$ cat config.mk
export PLATFORM = sky130hd
export DESIGN_NAME = uart_rx
export DESIGN_NICKNAME = d
export VERILOG_FILES = /design/src/rtl/uart_rx_pkg.sv /design/src/rtl/baud_rate_gen.sv /design/src/rtl/uart_rx.sv
export SDC_FILE = /design/constraint.sdc
export NUM_CORES = 1
export LEC_CHECK = 0
export ABC_AREA = 1
export BUFFER_PORTS_ARGS = -buffer_cell sky130_fd_sc_hd__clkbuf_2
export CAP_MARGIN = 20
export CORE_MARGIN = 4
export CORE_UTILIZATION = 55
export DETAILED_ROUTE_END_ITERATION = 10
export PLACE_DENSITY = 0.74
export SYNTH_ARGS = -nofsm -noshare
export SYNTH_HDL_FRONTEND = slang
export SYNTH_SLANG_ARGS = --single-unit
$ cat constraint.sdc
create_clock -name i_clk -period 1.6 [get_ports i_clk]
set_input_delay 0.16 -clock i_clk [delete_from_list [all_inputs] [get_ports i_clk]]
set_output_delay 0.16 -clock i_clk [all_outputs]
set_load 0.01 [all_outputs]
$ cat src/rtl/uart_rx_pkg.sv
// Shared UART types and constants: receiver FSM state encoding and default baud divisors.
package uart_rx_pkg;

    typedef enum logic [1:0] {
        IDLE  = 2'b00,
        START = 2'b01,
        DATA  = 2'b10,
        STOP  = 2'b11
    } rx_state_e;

    // Clocks per 16x oversampling tick at 50 MHz
    localparam int DVSR_19200 = 163;
    localparam int DVSR_9600  = 326;

endpackage

$ cat src/rtl/baud_rate_gen.sv
// Free-running oversampling tick generator; one-cycle tick every DVSR clocks.
module baud_rate_gen #(
    parameter int DVSR      = 163,
    parameter int DVSR_BITS = 8
) (
    input  logic i_clk,
    input  logic i_reset,
    output logic o_tick
);

    logic [DVSR_BITS-1:0] cnt_q, cnt_d;
    logic                 wrap;

    assign wrap   = (cnt_q == DVSR_BITS'(DVSR - 1));
    assign o_tick = wrap;

    always_comb begin
        cnt_d = cnt_q + 1'b1;
        if (wrap) cnt_d = '0;
    end

    always_ff @(posedge i_clk or posedge i_reset) begin
        if (i_reset) cnt_q <= '0;
        else         cnt_q <= cnt_d;
    end

endmodule

$ cat src/rtl/uart_rx.sv
// 16x oversampled UART receiver: synchronises i_rx, deserialises LSB-first frames and
// emits a one-cycle write strobe (with framing-error flag) for the downstream FIFO.
module uart_rx
    import uart_rx_pkg::*;
#(
    parameter int DBIT      = 8,
    parameter int SB_TICK   = 16,
    parameter int DVSR      = DVSR_19200,
    parameter int DVSR_BITS = 8
) (
    input  logic            i_clk,
    input  logic            i_reset,
    input  logic            i_rx,
    output logic            o_rx_done_tick,
    output logic [DBIT-1:0] o_dout,
    output logic            o_frame_err
);

    localparam int SW = (SB_TICK > 16) ? 5 : 4;
    localparam int NW = (DBIT > 1) ? $clog2(DBIT) : 1;

    logic tick;

    baud_rate_gen #(
        .DVSR      (DVSR),
        .DVSR_BITS (DVSR_BITS)
    ) u_baud (
        .i_clk   (i_clk),
        .i_reset (i_reset),
        .o_tick  (tick)
    );

    // Two-flop synchroniser; idles high so reset does not look like a start bit
    logic sync1_q, rx_s_q;

    always_ff @(posedge i_clk or posedge i_reset) begin
        if (i_reset) begin
            sync1_q <= 1'b1;
            rx_s_q  <= 1'b1;
        end else begin
            sync1_q <= i_rx;
            rx_s_q  <= sync1_q;
        end
    end

    rx_state_e       state_q, state_d;
    logic [SW-1:0]   s_q, s_d;
    logic [NW-1:0]   n_q, n_d;
    logic [DBIT-1:0] b_q, b_d;
    logic [DBIT-1:0] dout_q, dout_d;
    logic            done_q, done_d;
    logic            ferr_q, ferr_d;

    always_ff @(posedge i_clk or posedge i_reset) begin
        if (i_reset) begin
            state_q <= IDLE;
            s_q     <= '0;
            n_q     <= '0;
            b_q     <= '0;
            dout_q  <= '0;
            done_q  <= 1'b0;
            ferr_q  <= 1'b0;
        end else begin
            state_q <= state_d;
            s_q     <= s_d;
            n_q     <= n_d;
            b_q     <= b_d;
            dout_q  <= dout_d;
            done_q  <= done_d;
            ferr_q  <= ferr_d;
        end
    end

    always_comb begin
        state_d = state_q;
        s_d     = s_q;
        n_d     = n_q;
        b_d     = b_q;
        dout_d  = dout_q;
        done_d  = 1'b0;
        ferr_d  = 1'b0;
        unique case (state_q)
            IDLE: begin
                if (!rx_s_q) begin
                    state_d = START;
                    s_d     = '0;
                end
            end
            START: begin
                if (tick) begin
                    if (s_q == SW'(7)) begin
                        // A start bit that is high again at mid-bit was a glitch
                        if (!rx_s_q) begin
                            state_d = DATA;
                            s_d     = '0;
                            n_d     = '0;
                        end else begin
                            state_d = IDLE;
                        end
                    end else begin
                        s_d = s_q + 1'b1;
                    end
                end
            end
            DATA: begin
                if (tick) begin
                    if (s_q == SW'(15)) begin
                        s_d = '0;
                        b_d = {rx_s_q, b_q[DBIT-1:1]};
                        if (n_q == NW'(DBIT - 1)) state_d = STOP;
                        else                      n_d = n_q + 1'b1;
                    end else begin
                        s_d = s_q + 1'b1;
                    end
                end
            end
            STOP: begin
                if (tick) begin
                    if (s_q == SW'(SB_TICK - 1)) begin
                        state_d = IDLE;
                        dout_d  = b_q;
                        done_d  = 1'b1;
                        ferr_d  = !rx_s_q;
                    end else begin
                        s_d = s_q + 1'b1;
                    end
                end
            end
            default: state_d = IDLE;
        endcase
    end

    assign o_dout         = dout_q;
    assign o_rx_done_tick = done_q;
    assign o_frame_err    = ferr_q;

endmodule
# [Word level (Yosys, flattened, before mapping)]
# Index checks and enable logic that the tools add are counted.
[word_totals] in_bits=3 wordCells=71 out_inout_bits=10 regBits=37
[classes] n_eq_ne=18 n_mux=32 addsub=3 reduce_logical=8
[op_table] operator="$mux 4" n=7
[op_table] operator="$ne 2x2->1 const B" n=11
[op_table] operator="$mux 2" n=9
[op_table] operator="$mux 3" n=6
[op_table] operator="$pmux 4 s4" n=1
[op_table] operator="$add 8x1->8 const B" n=1
[op_table] operator="$eq 8x8->1 const B" n=1
[op_table] operator="$mux 8" n=1
[op_table] operator="$pmux 2 s4" n=1
[op_table] operator="$reduce_and 8->1" n=1
[op_table] operator="$reduce_and 7->1" n=1
[op_table] operator="$mux 1" n=6
[op_table] operator="$pmux 3 s2" n=1
[op_table] operator="$reduce_and 3->1" n=2
[op_table] operator="$add 4x1->4 const B" n=1
[op_table] operator="$eq 2x2->1 const B" n=2
[op_table] operator="$eq 4x3->1 const B" n=1
[op_table] operator="$eq 4x4->1 const B" n=1
[op_table] operator="$reduce_and 4->1" n=1
[op_table] operator="$add 3x1->3 const B" n=1
[op_table] operator="$eq 3x3->1 const B" n=1
[op_table] operator="$eq 2x1->1 const B" n=1
[op_table] operator="$logic_not 2->1" n=1
[op_table] operator="$reduce_bool 2->1" n=1
[op_table] operator="$logic_not 1->1" n=1

# [Logic depth before layout (Yosys ltp)]
[logic_depth] depth_word=5 depth_mapped=11 ltp_nobuf=11

# [Hierarchy]
# From an unflattened synthesis, not the netlist that was laid out.
[unflattened] cells_unflattened=216 area_unflattened_um2=1855.5
[by_module_without_submodules] module="uart_rx" cells_each=166 area_per_inst_um2=1432.6 n_inst=1 seq_area_each_um2=728.2
[by_module_without_submodules] module="baud_rate_gen" cells_each=50 area_per_inst_um2=422.9 n_inst=1 seq_area_each_um2=200.2

# [Worst setup path after synthesis]
# Ideal clock, no wire load.
[synth_path] kind="reg2reg" start="register u_baud.cnt_q[0]" end="register s_q[0]" period_less_slack_ns=1.470 setup_time_ns=0.117 t_required_ns=1.483 path_stages_with_launch=10 path_slack_ns=0.130 arrival_ns=1.353 path_buffers=0 path_cell_list="dfrtp_1 -> inv_1 -> ha_1 -> nand2_1 -> nor2_1 -> nand2_2 -> a21oi_2 -> nand2_1 -> nand2_1 -> nand2_1"
[synth_between] elab_chain_len=3 elab_cells_between_ends=5 cone_classes="eq/ne (4); reduce/logical (1)"
[synth_rtl] item="from (decl)" line_no="baud_rate_gen.sv:11" source="logic [DVSR_BITS-1:0] cnt_q, cnt_d;"
[synth_rtl] item="from (signal assigned)" line_no="baud_rate_gen.sv:24" source="else cnt_q <= cnt_d;"
[synth_rtl] item="$eq 8x8->1 *" line_no="baud_rate_gen.sv:14" source="assign wrap = (cnt_q == DVSR_BITS'(DVSR - 1));"
[synth_rtl] item="$ne 2x2->1 (no source line)"
[synth_rtl] item="$reduce_and 4->1 (no source line) *"
[synth_rtl] item="to (signal assigned)" line_no="uart_rx.sv:57" source="s_q <= '0;"
[synth_rtl] item="to (signal assigned)" line_no="uart_rx.sv:65" source="s_q <= s_d;"
[synth_rtl] item="to (decl)" line_no="uart_rx.sv:47" source="logic [SW-1:0] s_q, s_d;"
# Every way passes the cells marked *; elsewhere a longest branch is shown, timed or not.
# A chain may end at the register's enable or synchronous reset.

# [Worst setup path after layout]
[layout_path] start="register n_q[0]" end="register n_q[1]"
[layout_between] elab_chain_len=5 elab_cells_between_ends=8 cone_classes="add/sub (1); eq/ne (2); mux (4); reduce/logical (1)"
[layout_rtl] item="from (decl)" line_no="uart_rx.sv:48" source="logic [NW-1:0] n_q, n_d;"
[layout_rtl] item="from (signal assigned)" line_no="uart_rx.sv:66" source="n_q <= n_d;"
[layout_rtl] item="$add 3x1->3" line_no="uart_rx.sv:111" source="else n_d = n_q + 1'b1;"
[layout_rtl] item="$mux 3" line_no="uart_rx.sv:110" source="if (n_q == NW'(DBIT - 1)) state_d = STOP;"
[layout_rtl] item="$mux 3" line_no="uart_rx.sv:107" source="if (s_q == SW'(15)) begin"
[layout_rtl] item="$mux 3" line_no="uart_rx.sv:106" source="if (tick) begin"
[layout_rtl] item="$pmux 3 s2" line_no="uart_rx.sv:82" source="unique case (state_q)"
# Several ways; a longest one is shown, not always the timed one. The select of a mux whose other input is x is not followed.

==> results.yml <==
logic_synthesis:
  syn_inst: 207
  synth_edf_count: 0
  synthArstFlopShare_pct: 100.0
  synth_area_um2: 1805
  yosys.cell_count.top_type: "nand2_1"
  yosys.area.top_type: "dfrtp_1"
  synth_top_cell_area_share_pct: 48.51
  yosys.area_share.simple_pct: 27.10
  seq_area_frac_synth_pct: 51.42
  synth_nets: 215
  synthTopCellsByArea: "dfrtp_1 (49%), nand2_1 (12%), inv_1 (6.0%)"
  synthXorXnorAreaFrac_pct: 1.455
  synthMuxAreaShare_pct: 0
  synth_compound_gate_area_share_pct: 9.009
  synth.distinct_cells: 26
  yosys_warnings: 0
  synth_fa_ha_area_share_pct: 3.465
  synth-seq-cells: 37
  ys.flop_type: "dfrtp_1"
  synth_top_family_by_area: "simple AND/OR/NAND/NOR gates"
  synth_area_per_cell_um2: 8.722
  synth_commonest_cells: "nand2_1 (60), dfrtp_1 (35), inv_1 (29)"
finish:
  num-fill-cells: 250
  diodes: 0
  area_growth_pct: 16.42
  layout-drive-gt1-share_pct: 24.26
  fin_nets: 242
die:
  dieArea_um2: 4263
  pin_count: 13
  die-width_um: 65.30
  rows: 20
  dieHeight_um: 65.30
  start_util_pct: 58.19
  core_um2: 3103
timing:
  fin_worst_skew_ns: 0.01007
  hold_slack_ns: 0.3635
  worst-slew-pin-transition_ns: 0.5217
  worst_slack_ns: 0.1005
  slew_viol_final: 0
  final.period_utilization_pct: 93.72
  relSlewSlack_pct: 65.18
  hold_violations: 0
  max_freq_mhz: 666.9
  setup_violations: 0
  period_minus_slack_ns: 1.499
detailed_routing:
  drcViolationCount: 0
  vias: 1398
  initialDrtViolationCount: 59
  drtAntennaViolNets: 0
  routedWlPerCell_um: 10.90
  wl_mm: 3.042
  avgViaCountPerCell: 5.011
  dr.pass1.iters: 4
setup_path:
  r2r_start: "n_q[0]"
  cpPeakStageDelay_ns: 0.40
  cpMostUsedCell: "nand2_1"
  crit_arrival_ns: 1.73
  slowest_stage: "dfrtp_1"
  crit_cells: 10
  cp_max_fo: 5
  cp-start-kind: "register"
  crit_start: "n_q[0]"
  cp_num_buf_inv: 1
  worstSetupPathType: "register to register"
  reg2regPathDepth: 10
  worstPathCellList: "ha_1, ha_1, inv_1, nand3_1, nand2_1, nand2_1, nor2_2, nand2_2, nand2_1, o21ai_1"
  crit_path_end_kind: "register"
  required_ns: 1.83
  cp_top_family: "simple AND/OR/NAND/NOR gates"
clock_network:
  cts.path.max_buffers: 2
  clock_latency_ns: 0.34
  cts_made_buffers: 5
  cts.sinks: 37
  path_clk_slew_ns: 0.11
  cts-root-buf: "clkbuf_4"
  h-tree-depth: 2
  tritoncts: "done"
place:
  port_buffers: 12
  post-place-ws_ns: -0.004412
  gp_congestion: 0.9053
  dpl.hpwl_mm: 2.191
grt:
  antenna_found_initial: 0
  grt_pass1_vias: 1349
  grt_max_degree: 26
  track_usage_pct: 16.68
  gr-total-overflow: 0
  grt_pass1_wl_mm: 5.464
power_and_ir_drop:
  powerDensity_nw_per_um2: 711.1
  peakVddDrop_mv: 0.4825
  p_leak_nw: 1.086
min_path:
  min_from: "sync1_q"
  whs_path_depth: 0
  hp-class: "register to register"
flow_run:
  cap_violations: 0
run_status:
  status: "finished, final reports clean"
-- sequential cells by signal, summed over array words and instances (netlist names), named ones only --
name            cells
b_q                 8
o_dout              8
u_baud.cnt_q        8
s_q                 4
n_q                 3
o_frame_err         1
o_rx_done_tick      1
rx_s_q              1
state_q             1
sync1_q             1
-- where the power goes --
part,total [mW],internal [mW],switching (mW),leakage [nW]
Sequential,0.942,0.939,0.00305,0.491
Clock,0.520,0.214,0.306,0.0382
Combinational,0.0321,0.0109,0.0212,0.557
-- through the flow --
step	std cells	TNS, ns	total power [mW]	instance area, µm²	util, %
after detailed placement	266	-0.004412	0.9904	1954	62.98
after global placement	266	0	0.9894	1954	62.98
after CTS	276	0	1.517	2047	65.97
after floorplan	207	0	0.9756	1805	-
after global routing	279	-0.005487	1.569	2102	67.74
final	279	0	1.495	2102	67.74
-- layout make-up --
class / count / area (µm²) / area share [%]
inverters: 32 / 122.6 / 5.833
well taps: 44 / 55.05 / 2.619
flip-flops and latches: 37 / 928.4 / 44.17
clock buffers: 6 / 51.30 / 2.440
repair buffers: 22 / 150.1 / 7.143
multi-input cells: 136 / 780.7 / 37.14
clock inverters: 2 / 13.76 / 0.6548
-- kinds of logic (layout without fill, tap and decap cells) --
kind of cell / after synthesis / in the layout
buffers and inverters: 34 / 62
adders and majority gates: 5 / 5
xor gates and xnor gates: 3 / 3
AOI/OAI and AO/OA: 25 / 25
DFF: 37 / 37
and+or+nand+nor: 103 / 103
-- placed cells by master (no fill, tap or decap), types with 2 or more instances in the layout --
cell / synthesis / final
nor2_2: 1 / 4
nand2_2: 2 / 2
clkbuf_2: 0 / 13
nand3_1: 15 / 15
nor3_4: 2 / 2
nor2_1: 12 / 9
nor2_4: 3 / 3
dfrtp_1: 35 / 35
o21ai_1: 0 / 2
dfstp_2: 2 / 2
xor2_1: 2 / 2
o21ai_2: 8 / 8
buf_4: 0 / 6
a21oi_1: 2 / 2
nor3_1: 3 / 2
nand4_1: 3 / 3
inv_1: 29 / 29
ha_1: 5 / 4
inv_2: 3 / 2
o21ai_0: 12 / 10
clkbuf_4: 0 / 5
nand2_1: 60 / 59
dlygate4sd3_1: 0 / 2
-- worst register-to-register path, stage by stage, from the launching register on --
cell	delay, ns
dfrtp_1	0.40
ha_1	0.21
ha_1	0.18
inv_1	0.05
nand3_1	0.09
nand2_1	0.08
nand2_1	0.06
nor2_2	0.11
nand2_2	0.09
nand2_1	0.06
o21ai_1	0.06
-- repair_timing --
action / CTS / global route
pin swaps: 0 / 3
resized for setup: 1 / 12
hold buffers: 2 / 0
setup endpoints to repair: 2 / 19
setup buffers: 0 / 3
hold endpoints to repair: 11 / 0
-- path summary, 6_finish.rpt --
path                              endpoint  slack (ns)
hold / removal                      rx_s_q        0.36
max in group asynchronous  u_baud.cnt_q[7]        0.72
setup reg to reg                    n_q[1]        0.10
setup / recovery                    n_q[1]        0.10
min in group asynchronous       state_q[0]        0.38
hold reg to reg                     rx_s_q        0.36
-- layer usage --
metal  global-route usage (%)  share of wire, %
met1                    19.80                43
met2                    27.81                50
met3                    5.128               4.9
met4                    7.254               2.0
met5                        0                 0
Power figures use the tool's default switching activity.
